`config.mk`:
```
export PLATFORM = sky130hd
export DESIGN_NAME = cpu_run_monitor_flat
export DESIGN_NICKNAME = d
export VERILOG_FILES = /design/src/rtl/cpu_run_monitor_if.sv /design/src/rtl/cpu_run_monitor.sv /design/src/flat_wrapper.sv
export SDC_FILE = /design/constraint.sdc
export NUM_CORES = 1
export LEC_CHECK = 0
export ABC_AREA = 1
export CAP_MARGIN = 20
export CORE_ASPECT_RATIO = 0.9
export CORE_MARGIN = 3
export CORE_UTILIZATION = 45
export CTS_CLUSTER_SIZE = 12
export DETAILED_ROUTE_END_ITERATION = 10
export GPL_TIMING_DRIVEN = 0
export PLACE_DENSITY_LB_ADDON = 0.05
export SETUP_SLACK_MARGIN = 0.1
export SYNTH_ARGS = -nofsm -noshare
export SYNTH_HDL_FRONTEND = slang
export SYNTH_SLANG_ARGS = --single-unit
```
`constraint.sdc`:
```
create_clock -name CLK -period 6.8 [get_ports CLK]
set_input_delay 1.36 -clock CLK [delete_from_list [all_inputs] [get_ports CLK]]
set_output_delay 1.36 -clock CLK [all_outputs]
set_load 0.01 [all_outputs]
```
`src/rtl/cpu_run_monitor_if.sv`:
```
// rtl/cpu_run_monitor_if.sv - sample, status and trace-readback bundle for cpu_run_monitor.
// The master side drives core samples and the trace read index; the slave side is the monitor.
interface cpu_run_monitor_if #(
  parameter int XLEN  = 32,
  parameter int DEPTH = 16,
  parameter int CYC_W = 32
);
  localparam int AW = $clog2(DEPTH);
  localparam int CW = $clog2(DEPTH + 1);

  logic            Enable;
  logic            Clear;
  logic [XLEN-1:0] PcCurrent;
  logic [XLEN-1:0] CPUOut;
  logic            Halted;
  logic [CYC_W-1:0] CycleCount;
  logic [15:0]     OutChanges;
  logic [CW-1:0]   TraceCount;
  logic [AW-1:0]   RdAddr;
  logic [XLEN-1:0] RdData;

  modport master (
    output Enable, Clear, PcCurrent, CPUOut, RdAddr,
    input  Halted, CycleCount, OutChanges, TraceCount, RdData
  );

  modport slave (
    input  Enable, Clear, PcCurrent, CPUOut, RdAddr,
    output Halted, CycleCount, OutChanges, TraceCount, RdData
  );
endinterface

```
`src/rtl/cpu_run_monitor.sv`:
```
// rtl/cpu_run_monitor.sv - run monitor: PC-stall halt detection, run/output-change counters, PC trace.
// The trace RAM has no reset; TraceCount gating makes unwritten entries read as 0.
module cpu_run_monitor #(
  parameter int XLEN        = 32,
  parameter int DEPTH       = 16,
  parameter int HALT_CYCLES = 1,
  parameter int CYC_W       = 32
) (
  input logic              CLK,
  input logic              Reset,
  cpu_run_monitor_if.slave bus
);
  localparam int AW = $clog2(DEPTH);
  localparam int CW = $clog2(DEPTH + 1);
  localparam int SW = $clog2(HALT_CYCLES + 1);

  typedef enum logic [1:0] {IDLE, RUN, PAUSE, HALTED} state_t;

  state_t           state;
  logic             halted;
  logic [CYC_W-1:0] cycle_count;
  logic [15:0]      out_changes;
  logic [CW-1:0]    trace_count;
  logic [AW-1:0]    wptr;
  logic [SW-1:0]    stall_cnt;
  logic             pc_valid;
  logic             out_valid;
  logic [XLEN-1:0]  pc_prev;
  logic [XLEN-1:0]  out_prev;
  logic [XLEN-1:0]  trace_mem [DEPTH];

  logic             sample;
  logic             pc_new;
  logic             out_new;
  logic             trace_we;
  logic [SW-1:0]    stall_inc;
  logic [AW-1:0]    rd_idx;

  // PAUSE with Enable high resumes and samples on the same edge, unlike IDLE.
  assign sample    = (state == RUN || state == PAUSE) && bus.Enable && !bus.Clear;
  assign pc_new    = !pc_valid || (bus.PcCurrent != pc_prev);
  assign out_new   = !out_valid || (bus.CPUOut != out_prev);
  assign trace_we  = sample && pc_new;
  assign stall_inc = stall_cnt + 1'b1;

  always_ff @(posedge CLK or negedge Reset) begin
    if (!Reset) begin
      state       <= IDLE;
      halted      <= 1'b0;
      cycle_count <= '0;
      out_changes <= '0;
      trace_count <= '0;
      wptr        <= '0;
      stall_cnt   <= '0;
      pc_valid    <= 1'b0;
      out_valid   <= 1'b0;
      pc_prev     <= '0;
      out_prev    <= '0;
    end else if (bus.Clear) begin
      state       <= IDLE;
      halted      <= 1'b0;
      cycle_count <= '0;
      out_changes <= '0;
      trace_count <= '0;
      wptr        <= '0;
      stall_cnt   <= '0;
      pc_valid    <= 1'b0;
      out_valid   <= 1'b0;
      pc_prev     <= '0;
      out_prev    <= '0;
    end else begin
      case (state)
        IDLE: begin
          if (bus.Enable) state <= RUN;
        end
        RUN, PAUSE: begin
          if (!bus.Enable) begin
            state <= PAUSE;
          end else begin
            state <= RUN;
            if (cycle_count != '1) cycle_count <= cycle_count + 1'b1;
            if (pc_new) begin
              pc_prev   <= bus.PcCurrent;
              pc_valid  <= 1'b1;
              stall_cnt <= '0;
              wptr      <= wptr + 1'b1;
              if (trace_count != CW'(DEPTH)) trace_count <= trace_count + 1'b1;
            end else begin
              stall_cnt <= stall_inc;
              if (stall_inc == SW'(HALT_CYCLES)) begin
                state  <= HALTED;
                halted <= 1'b1;
              end
            end
            // The very first output sample only arms the comparison.
            if (out_new) begin
              out_prev  <= bus.CPUOut;
              out_valid <= 1'b1;
              if (out_valid && out_changes != 16'hFFFF) out_changes <= out_changes + 1'b1;
            end
          end
        end
        HALTED: begin
          state <= HALTED;
        end
        default: state <= IDLE;
      endcase
    end
  end

  always_ff @(posedge CLK) begin
    if (trace_we) trace_mem[wptr] <= bus.PcCurrent;
  end

  assign rd_idx          = wptr - AW'(1) - bus.RdAddr;
  assign bus.RdData      = (CW'(bus.RdAddr) < trace_count) ? trace_mem[rd_idx] : '0;
  assign bus.Halted      = halted;
  assign bus.CycleCount  = cycle_count;
  assign bus.OutChanges  = out_changes;
  assign bus.TraceCount  = trace_count;
endmodule

```
`src/flat_wrapper.sv`:
```
// flat-port wrapper written by rule: the top's interface ports become plain ports
module cpu_run_monitor_flat 
#(
  parameter int XLEN        = 32,
  parameter int DEPTH       = 16,
  parameter int HALT_CYCLES = 1,
  parameter int CYC_W       = 32
)
  (CLK, Reset, bus_Enable, bus_Clear, bus_PcCurrent, bus_CPUOut, bus_RdAddr, bus_Halted, bus_CycleCount, bus_OutChanges, bus_TraceCount, bus_RdData);
  cpu_run_monitor_if #(.XLEN(XLEN), .DEPTH(DEPTH), .CYC_W(CYC_W)) bus_i ();
  input logic CLK;
  input logic Reset;
  input wire logic [$bits(bus_i.Enable)-1:0] bus_Enable;
  input wire logic [$bits(bus_i.Clear)-1:0] bus_Clear;
  input wire logic [$bits(bus_i.PcCurrent)-1:0] bus_PcCurrent;
  input wire logic [$bits(bus_i.CPUOut)-1:0] bus_CPUOut;
  input wire logic [$bits(bus_i.RdAddr)-1:0] bus_RdAddr;
  output wire logic [$bits(bus_i.Halted)-1:0] bus_Halted;
  output wire logic [$bits(bus_i.CycleCount)-1:0] bus_CycleCount;
  output wire logic [$bits(bus_i.OutChanges)-1:0] bus_OutChanges;
  output wire logic [$bits(bus_i.TraceCount)-1:0] bus_TraceCount;
  output wire logic [$bits(bus_i.RdData)-1:0] bus_RdData;
  assign bus_i.Enable = bus_Enable;
  assign bus_i.Clear = bus_Clear;
  assign bus_i.PcCurrent = bus_PcCurrent;
  assign bus_i.CPUOut = bus_CPUOut;
  assign bus_i.RdAddr = bus_RdAddr;
  assign bus_Halted = bus_i.Halted;
  assign bus_CycleCount = bus_i.CycleCount;
  assign bus_OutChanges = bus_i.OutChanges;
  assign bus_TraceCount = bus_i.TraceCount;
  assign bus_RdData = bus_i.RdData;
  cpu_run_monitor #(.XLEN(XLEN), .DEPTH(DEPTH), .HALT_CYCLES(HALT_CYCLES), .CYC_W(CYC_W)) u_core (.CLK(CLK), .Reset(Reset), .bus(bus_i));
endmodule
```
Word level (Yosys, flattened, before mapping). Memory sizes are Yosys's and may differ from the RTL's. Index checks and enable logic that the tools add are counted.

Multiplexer cells: 52. Equality and inequality tests: 10. Add/sub/neg operators: 7. Reduce and logical (&&, ||, !) cells: 27. Order comparisons: 1.

Operators by type and width (count): 32-bit 2-to-1 mux (13); 16-bit 2-to-1 mux (5); 32-bit != test (2); 32-bit by 1-bit adder with 32-bit output (second input constant) (1); 32-bit != test (second input constant) (1); 5-bit 2-to-1 mux (5); 1-bit 2-to-1 mux (19); 16-bit by 1-bit adder with 16-bit output (second input constant) (1); 4-bit 2-to-1 mux (4); 16-bit != test (second input constant) (1); 2-bit nonzero test (8); 4-bit AND reduction (3); 2-bit 2-to-1 mux (5); 3-bit AND reduction (3); 2-bit one-hot mux with 3 select lines (1); 5-bit by 1-bit adder with 5-bit output (second input constant) (1); 4-bit by 5-bit less-than comparator with 1-bit output (1); 5-bit != test (second input constant) (1); 4-bit by 1-bit adder with 4-bit output (second input constant) (1); 2-bit == test (second input constant) (2); 1-bit logical AND (4); 4-bit by 1-bit subtractor with 4-bit output (second input constant) (1); 4-bit subtractor (1); 1-bit logical NOT (3); other kinds (8) (10).

Bits in writable memories: 512. Logic and storage cells: 109. Register bits after elaboration: 127. Memories kept: 1.

Memory list: u_core.trace_mem (depth 16, bits a word 32, read ports 1, clocked after Yosys merged registers in 0, wr ports 1, RTL line cpu_run_monitor.sv:30) `logic [XLEN-1:0] trace_mem [DEPTH];`.

Depth between registers and ports, before layout. Gate-level depths: netlist of run 1.

Depth after elaboration: 7. Gate-level depth with buffers: 14. Gate-level depth less buffers: 14.

Worst setup path before layout of run 1. No wires, ideal clock.

Path type: input port to flip-flop. Start: in bus_PcCurrent[19]. End: mem u_core.trace_mem[0][0], enable pin. Cell stages on the path: 10. Path slack: 1.833 ns. Arrival time: 4.506 ns. Cells stage by stage: inv_1 > or2_2 > nand4_1 > nor2_1 > nand2_2 > nand2_2 > nand2_4 > nand2_2 > buf_4 > nor3_1.

Word-level cells in the longest chain between the ends: 5.

RTL lines: start, declared (RTL line flat_wrapper.sv:15) `input wire logic [$bits(bus_i.PcCurrent)-1:0] bus_PcCurrent;`; 32-bit != test (RTL line cpu_run_monitor.sv:41) `assign pc_new = !pc_valid || (bus.PcCurrent != pc_prev);`; 1-bit logical OR (RTL line cpu_run_monitor.sv:41); 1-bit logical AND (RTL line cpu_run_monitor.sv:43) `assign trace_we = sample && pc_new;`; 1-bit 2-to-1 mux (RTL line cpu_run_monitor.sv:112) `if (trace_we) trace_mem[wptr] <= bus.PcCurrent;`; 1-bit 2-to-1 mux (not written as such) (RTL line cpu_run_monitor.sv:112); end, declared (RTL line cpu_run_monitor.sv:30).

Every way passes these cells.

Worst setup path in the final report of run 1.
Start: in bus_RdAddr[0]. End: out bus_RdData[4].

Word-level cells in the longest chain between the ends: 3.

RTL lines: start, declared (RTL line flat_wrapper.sv:17) `input wire logic [$bits(bus_i.RdAddr)-1:0] bus_RdAddr;`; 4-bit subtractor (RTL line cpu_run_monitor.sv:115) `assign rd_idx = wptr - AW'(1) - bus.RdAddr;`; memory 16 x 32 bit; 32-bit 2-to-1 mux (*) (RTL line cpu_run_monitor.sv:116) `assign bus.RdData = (CW'(bus.RdAddr) < trace_count) ? trace_mem[rd_idx] : '0;`; end, declared (RTL line flat_wrapper.sv:22) `output wire logic [$bits(bus_i.RdData)-1:0] bus_RdData;`.

Mark *: on every way between the ends. The rest lies on a longest branch, timed or not.

==> results of run 1 <==
[worst max path at each step]
stage	from	end	slack [ns]	depth (start not counted)
final	bus_RdAddr[0]	bus_RdData[4]	0.29	13
after detailed placement	bus_RdAddr[0]	bus_RdData[20]	-0.002	13
after global routing	bus_RdAddr[0]	bus_RdData[20]	0.13	13
after global placement	bus_PcCurrent[5]	u_core.trace_mem[4][5]	-2.45	12
after floorplan	bus_PcCurrent[19]	u_core.trace_mem[0][0]	1.83	10
after CTS	bus_RdAddr[0]	bus_RdData[20]	0.08	13
[worst min-delay path, cell delays in order, from the launching register on]
cell,delay (ns)
dfrtp_1,0.34
nand2_1,0.05
nand2_1,0.05
[power groups by stage]
stage	clock network [mW]	logic [mW]	registers, mW
6_report	3.68	2.40	4.39
5_1_grt	3.88	2.64	4.40
4_1_cts	3.72	2.40	4.39
3_5_place_dp	0	2.39	4.47
3_3_place_gp	0	2.33	4.48
2_1_floorplan	0	1.30	4.47
[registers in the layout (all words and copies together) (netlist names), 2 cells and up]
signal,count
u_core.trace_mem,512
u_core.bus.OutChanges,16
u_core.pc_prev,32
u_core.bus.TraceCount,5
u_core.out_prev,32
u_core.state,2
u_core.wptr,4
u_core.bus.CycleCount,32
[per-layer routing]
layer,wire length [µm],GRT usage [%],part of all wire (%),vias up
li1,-,-,-,9566
met1,35960,35.83,44,10010
met5,11,0,0.013,-
met3,5605,4.361,6.9,148
met2,37400,39.36,46,750
met4,2647,8.002,3.2,2
[what timing repair did]
item / CTS / global route
buffers inserted: 0 / 0
gates resized for setup: 2 / 8
endpoints found under the setup margin: 4 / 20
[Yosys cell counts, types with 2 or more instances]
master and n:
or2_2 7, clkbuf_1 90, buf_4 6, inv_2 4, a221oi_1 4, nand2_4 2
buf_6 9, nor2_1 419, nand3b_1 2, nand2_1 431, o221ai_1 62, inv_1 125
nand3_1 55, nor2_2 2, o22ai_1 4, edfxtp_1 512, nand4_1 46, o21ai_1 47
buf_2 28, buf_1 8, a21oi_1 15, dfrtp_1 127, xor2_1 40, xnor2_1 15
o21ai_2 10, nor3_2 3, ha_1 16, o21ai_0 388, nand2_2 17, nor3_1 46
nor4_1 4, o31ai_1 12
[kinds of logic (layout without fill, tap and decap cells)]
group | Yosys count | count (layout) | synth area share [%]
AND/OR/NAND/NOR | 1042 | 1042 | 15.53
AO/OA/AOI/OAI | 546 | 546 | 11.06
flip-flops | 639 | 639 | 66.69
adder cells (fa/ha/maj) | 17 | 17 | 0.7916
buffers and inverters | 273 | 607 | 4.196
XOR/XNOR | 55 | 55 | 1.732
other | 0 | 1 | 0
[area by class of cell]
class | count | share of cell area [%]
Antenna cell | 1 | 0.007510
Buffer | 142 | 2.031
Clock buffer | 97 | 5.839
Clock inverter | 21 | 0.6721
Inverter | 131 | 1.494
Multi-Input combinational cell | 1660 | 24.55
Sequential cell | 639 | 55.68
Tap cell | 783 | 2.940
Timing Repair Buffer | 216 | 6.789
==> results.sh, run 1 <==
export IMPL_status="complete, no violations"
export IMPL_routed_via_density=5.548
export IMPL_fin_skew_ns=0.02153
export IMPL_async_flop_share_pct=19.87
export IMPL_cp_top_family="buffers and inverters"
export IMPL_p_comb_share_pct=22.9
export IMPL_die_w_um=268.1
export IMPL_ir_drop_mv=0.2338
export IMPL_finalPower_mw=10.47
export IMPL_rows=85
export IMPL_timing_rr_start="u_core.state[0]"
export IMPL_cts_made_buffers=69
export IMPL_dr_pass1_iters=5
export IMPL_final_area_um2=33320
export IMPL_seq_area_um2=18550
export IMPL_place_area_um2=31140
export IMPL_final_antenna_net_count=0
export IMPL_crit_buf_inv=5
export IMPL_p_sw_mw=3.254
export IMPL_multi_input_area_um2=8180
export IMPL_synth_edf_count=512
export IMPL_wire_per_inst_um=22.12
export IMPL_finalHoldViolations=0
export IMPL_gp_congestion=0.8818
export IMPL_start_util_pct=45.97
export IMPL_yosysWarnings=0
export IMPL_finalSetupTns_ns=0
export IMPL_fillCellCount=5202
export IMPL_syn_avg_cell_area_um2=10.82
export IMPL_internal_power_mw=7.214
export IMPL_power_share_clock_pct=35.1
export IMPL_min_period_over_period_pct=95.76
export IMPL_final_common_cell="edfxtp_1"
export IMPL_r2r_slack_ns=3.72
export IMPL_cts_tree="done"
export IMPL_drive_gt1_share_pct=9.360
export IMPL_final_cells=3690
export IMPL_drt_total_wl_um=81630
export IMPL_clk_root_buffer_cell="clkbuf_16"
export IMPL_die_y_um=241.9
export IMPL_dp_hpwl_um=57330
export IMPL_yosysUniqueCellTypes=48
export IMPL_seq_area_frac_synth_pct=66.69
export IMPL_pre_cts_slack_ns=-0.001664
export IMPL_cp_start_kind="input port"
export IMPL_worstSetupEndpointType="output pin"
export IMPL_die_area_um2=64840
export IMPL_fmax_mhz=153.6
export IMPL_io_buffer_count=156
export IMPL_syn_area_um2=27820
export IMPL_slew_headroom_pct=37.93
export IMPL_critical_path_slowest_cell="clkbuf_1"
export IMPL_finalSetupViolCount=0
export IMPL_rsz0062_at_grt="false"
export IMPL_sw_frac_of_total_pct=31.08
export IMPL_grt_pass1_vias=20110
export IMPL_hp_start="u_core.out_prev[17]"
export IMPL_cts_buffer_depth=3
export IMPL_layout_nets=2948
export IMPL_dp_cells=3571
export IMPL_arrival_ns=5.15
export IMPL_drtIter0Drc=1912
export IMPL_syn_inst=2572
export IMPL_critPathMaxStageDelay_ns=0.50
export IMPL_worstMarginPinSlew_ns=0.9260
export IMPL_h_tree_depth=3
export IMPL_ios=158
export IMPL_crit_chain="clkdlybuf4s50_1 -> inv_1 -> ha_1 -> fa_1 -> xnor2_1 -> buf_2 -> clkbuf_1 -> o21ai_0 -> o21ai_0 -> nand2_1 -> nand2_1 -> nor2_1 -> clkdlybuf4s50_1"
export IMPL_worstSkewPairLatency_ns=0.61
export IMPL_synth_seq_cells=639
export IMPL_p_leak_nw=12.09
export IMPL_seq_power_share_pct=42.0
export IMPL_min_path_cells=2
export IMPL_clkTransAtPathRegs_ns=0.06
export IMPL_cap_violations=0
export IMPL_synthToLayoutAreaGrowth_pct=19.79
export IMPL_drc=0
export IMPL_drv_slew=0
export IMPL_period_needed_ns=6.512
export IMPL_synth_area_leaders="edfxtp_1 (55%), dfrtp_1 (11%), o21ai_0 (7.0%)"
export IMPL_grt_use_total_pct=25.14
export IMPL_r2r_end="u_core.trace_mem[8][2]"
export IMPL_utilization_pct=55.06
export IMPL_holdWs_ns=0.4727
export IMPL_p_per_area_nw_per_um2=314.1
export IMPL_overflow=0
export IMPL_worstHoldEndpoint="u_core.out_prev[17]"
export IMPL_synth_top_flop_cell="edfxtp_1"
export IMPL_cts_hold_buf=0
export IMPL_hold_class="register to register"
export IMPL_synth_nets=2661
export IMPL_clkSinkCount=639
export IMPL_yosys_area_top_type_share_pct=55.27
export IMPL_required_ns=5.44
export IMPL_antenna_found_initial=2
export IMPL_vias=20470
export IMPL_critPathMaxFanout=10
export IMPL_grt_start_max_net_pins=77
export IMPL_grt_pass1_wl_um=123300
export IMPL_path_class="input port to output pin"
export IMPL_final_cell_mix="edfxtp_1 (512), nand2_1 (431), nor2_1 (418)"
export IMPL_core_area_um2=60510
export IMPL_synth_top_area_cell="edfxtp_1"
export IMPL_reg2reg_depth=11
export IMPL_fin_ws_ns=0.2883
(Power assumes the default switching activity.)
==> run 2, diff against run 1 <==
--- a/config.mk
+++ b/config.mk
@@ -8,7 +8,6 @@
 export ABC_AREA = 1
 export CAP_MARGIN = 20
 export CORE_ASPECT_RATIO = 0.9
-export CORE_MARGIN = 3
 export CORE_UTILIZATION = 45
 export CTS_CLUSTER_SIZE = 12
 export DETAILED_ROUTE_END_ITERATION = 10
==> run 2 against run 1 <==
First-iteration DRC count increased by 2.2%. Non-clock buffer count decreased by 2. Critical path depth unchanged. Critical endpoint is now bus_RdData[20]. Largest cell class unchanged.
==> results.sh, run 2 (synthesis results as in run 1) <==
export IMPL_cap_violations=0
export IMPL_rows=86
export IMPL_clkSinkCount=639
export IMPL_p_per_area_nw_per_um2=313.2
export IMPL_drive_gt1_share_pct=9.160
export IMPL_finalHoldViolations=0
export IMPL_largest_reg_flops=512
export IMPL_final_cell_mix="edfxtp_1 (512), nand2_1 (431), nor2_1 (418)"
export IMPL_grt_pass1_wl_um=123200
export IMPL_grt_use_total_pct=26.22
export IMPL_die_w_um=264.1
export IMPL_critPathMaxFanout=10
export IMPL_r2r_end="u_core.trace_mem[14][4]"
export IMPL_cp_start_kind="input port"
export IMPL_slew_headroom_pct=30.49
export IMPL_finalSetupViolCount=0
export IMPL_final_antenna_net_count=0
export IMPL_dr_pass1_iters=6
export IMPL_top_register="u_core.trace_mem"
export IMPL_r2r_slack_ns=3.66
export IMPL_holdWs_ns=0.4707
export IMPL_required_ns=5.44
export IMPL_core_area_um2=61120
export IMPL_ios=158
export IMPL_die_area_um2=62820
export IMPL_reg2reg_depth=16
export IMPL_ir_drop_mv=0.1716
export IMPL_hold_class="register to register"
export IMPL_final_common_cell="edfxtp_1"
export IMPL_p_leak_nw=12.07
export IMPL_routed_via_density=5.539
export IMPL_finalSetupTns_ns=0
export IMPL_die_y_um=237.9
export IMPL_worstHoldEndpoint="u_core.out_prev[17]"
export IMPL_cts_tree="done"
export IMPL_status="complete, no violations"
export IMPL_period_needed_ns=6.531
export IMPL_min_path_cells=2
export IMPL_grt_start_max_net_pins=73
export IMPL_drv_slew=0
export IMPL_synthToLayoutAreaGrowth_pct=19.65
export IMPL_fillCellCount=5351
export IMPL_vias=20530
export IMPL_overflow=0
export IMPL_fmax_mhz=153.1
export IMPL_drtIter0Drc=1955
export IMPL_clk_root_buffer_cell="clkbuf_16"
export IMPL_drc=0
export IMPL_cts_buffer_depth=3
export IMPL_arrival_ns=5.17
export IMPL_layout_nets=2947
export IMPL_cts_made_buffers=70
export IMPL_fin_ws_ns=0.2694
export IMPL_min_period_over_period_pct=96.04
export IMPL_worstSkewPairLatency_ns=0.62
export IMPL_finalPower_mw=10.42
export IMPL_diodes=0
export IMPL_hp_start="u_core.out_prev[17]"
export IMPL_gp_congestion=0.8927
export IMPL_fin_skew_ns=0.02847
export IMPL_worstMarginPinSlew_ns=1.037
export IMPL_wire_per_inst_um=22.03
export IMPL_antenna_found_initial=4
export IMPL_dp_hpwl_um=57100
export IMPL_start_util_pct=45.51
export IMPL_clkTransAtPathRegs_ns=0.06
export IMPL_timing_rr_start="u_core.pc_prev[6]"
export IMPL_h_tree_depth=3
export IMPL_grt_pass1_vias=19940
export IMPL_pre_cts_slack_ns=-0.004923
export IMPL_io_buffer_count=156
export IMPL_drt_total_wl_um=81680
export IMPL_path_class="input port to output pin"
export IMPL_rsz0062_at_grt="false"
export IMPL_worstSetupEndpointType="output pin"
run 2: repair_timing:
action                                 4_1_cts  5_1_grt
setup endpoints to repair                    3       24
hold buffers                                 0        0
endpoints found under the hold margin        0        0
resized for setup                            2        8
buffers inserted                             0        0
run 2: worst max path at each step:
stage	startpoint	endpoint	slack, ns
2_1_floorplan	bus_PcCurrent[19]	u_core.trace_mem[0][0]	1.83
3_3_place_gp	bus_PcCurrent[5]	u_core.trace_mem[4][6]	-2.53
3_5_place_dp	bus_RdAddr[0]	bus_RdData[20]	-0.005
4_1_cts	bus_RdAddr[0]	bus_RdData[20]	0.08
5_1_grt	bus_RdAddr[0]	bus_RdData[20]	0.11
6_report	bus_RdAddr[0]	bus_RdData[20]	0.27
run 2: report_power, final:
part	leakage, nW	total (mW)	internal (mW)	switching, mW
registers	6.34	4.39	4.34	0.0585
clock network	1.05	3.62	2.09	1.53
logic	4.68	2.41	0.732	1.67
total	12.1	10.4	7.16	3.27
run 2: worst max-delay path: stages:
cell             delay, ns
clkdlybuf4s50_1       0.45
inv_1                 0.07
ha_1                  0.23
fa_1                  0.64
clkbuf_2              0.37
clkbuf_1              0.45
o21ai_0               0.17
o221ai_1              0.29
o21ai_1               0.24
nand2_1               0.11
nand2_1               0.11
nor2_1                0.11
clkdlybuf4s50_1       0.54
run 2: per-layer routing:
metal	share of wire, %	global-route usage, %	wire [µm]
met5	0.055	0	45
met4	3.0	8.580	2491
met2	46	41.86	37880
met1	44	36.69	35990
met3	6.4	4.293	5267
run 2: per-stage QoR:
step,std cells,instance area [µm²],utilization [%]
finish,3707,33280,54.46
global route,3707,33280,54.46
CTS,3707,33280,54.45
detailed placement,3578,31120,50.92
global placement,3520,30370,49.69
floorplan,2572,27820,-
run 2: layout make-up:
type	instances	area (µm²)	area share, %
inverters	131	498.0	1.496
clock inverters	24	180.2	0.5413
flip-flops and latches	639	18550	55.74
repair buffers	214	2228	6.695
multi-input cells	1660	8180	24.58
well taps	792	991.0	2.977
clock buffers	105	1976	5.936
plain buffers	142	676.9	2.034
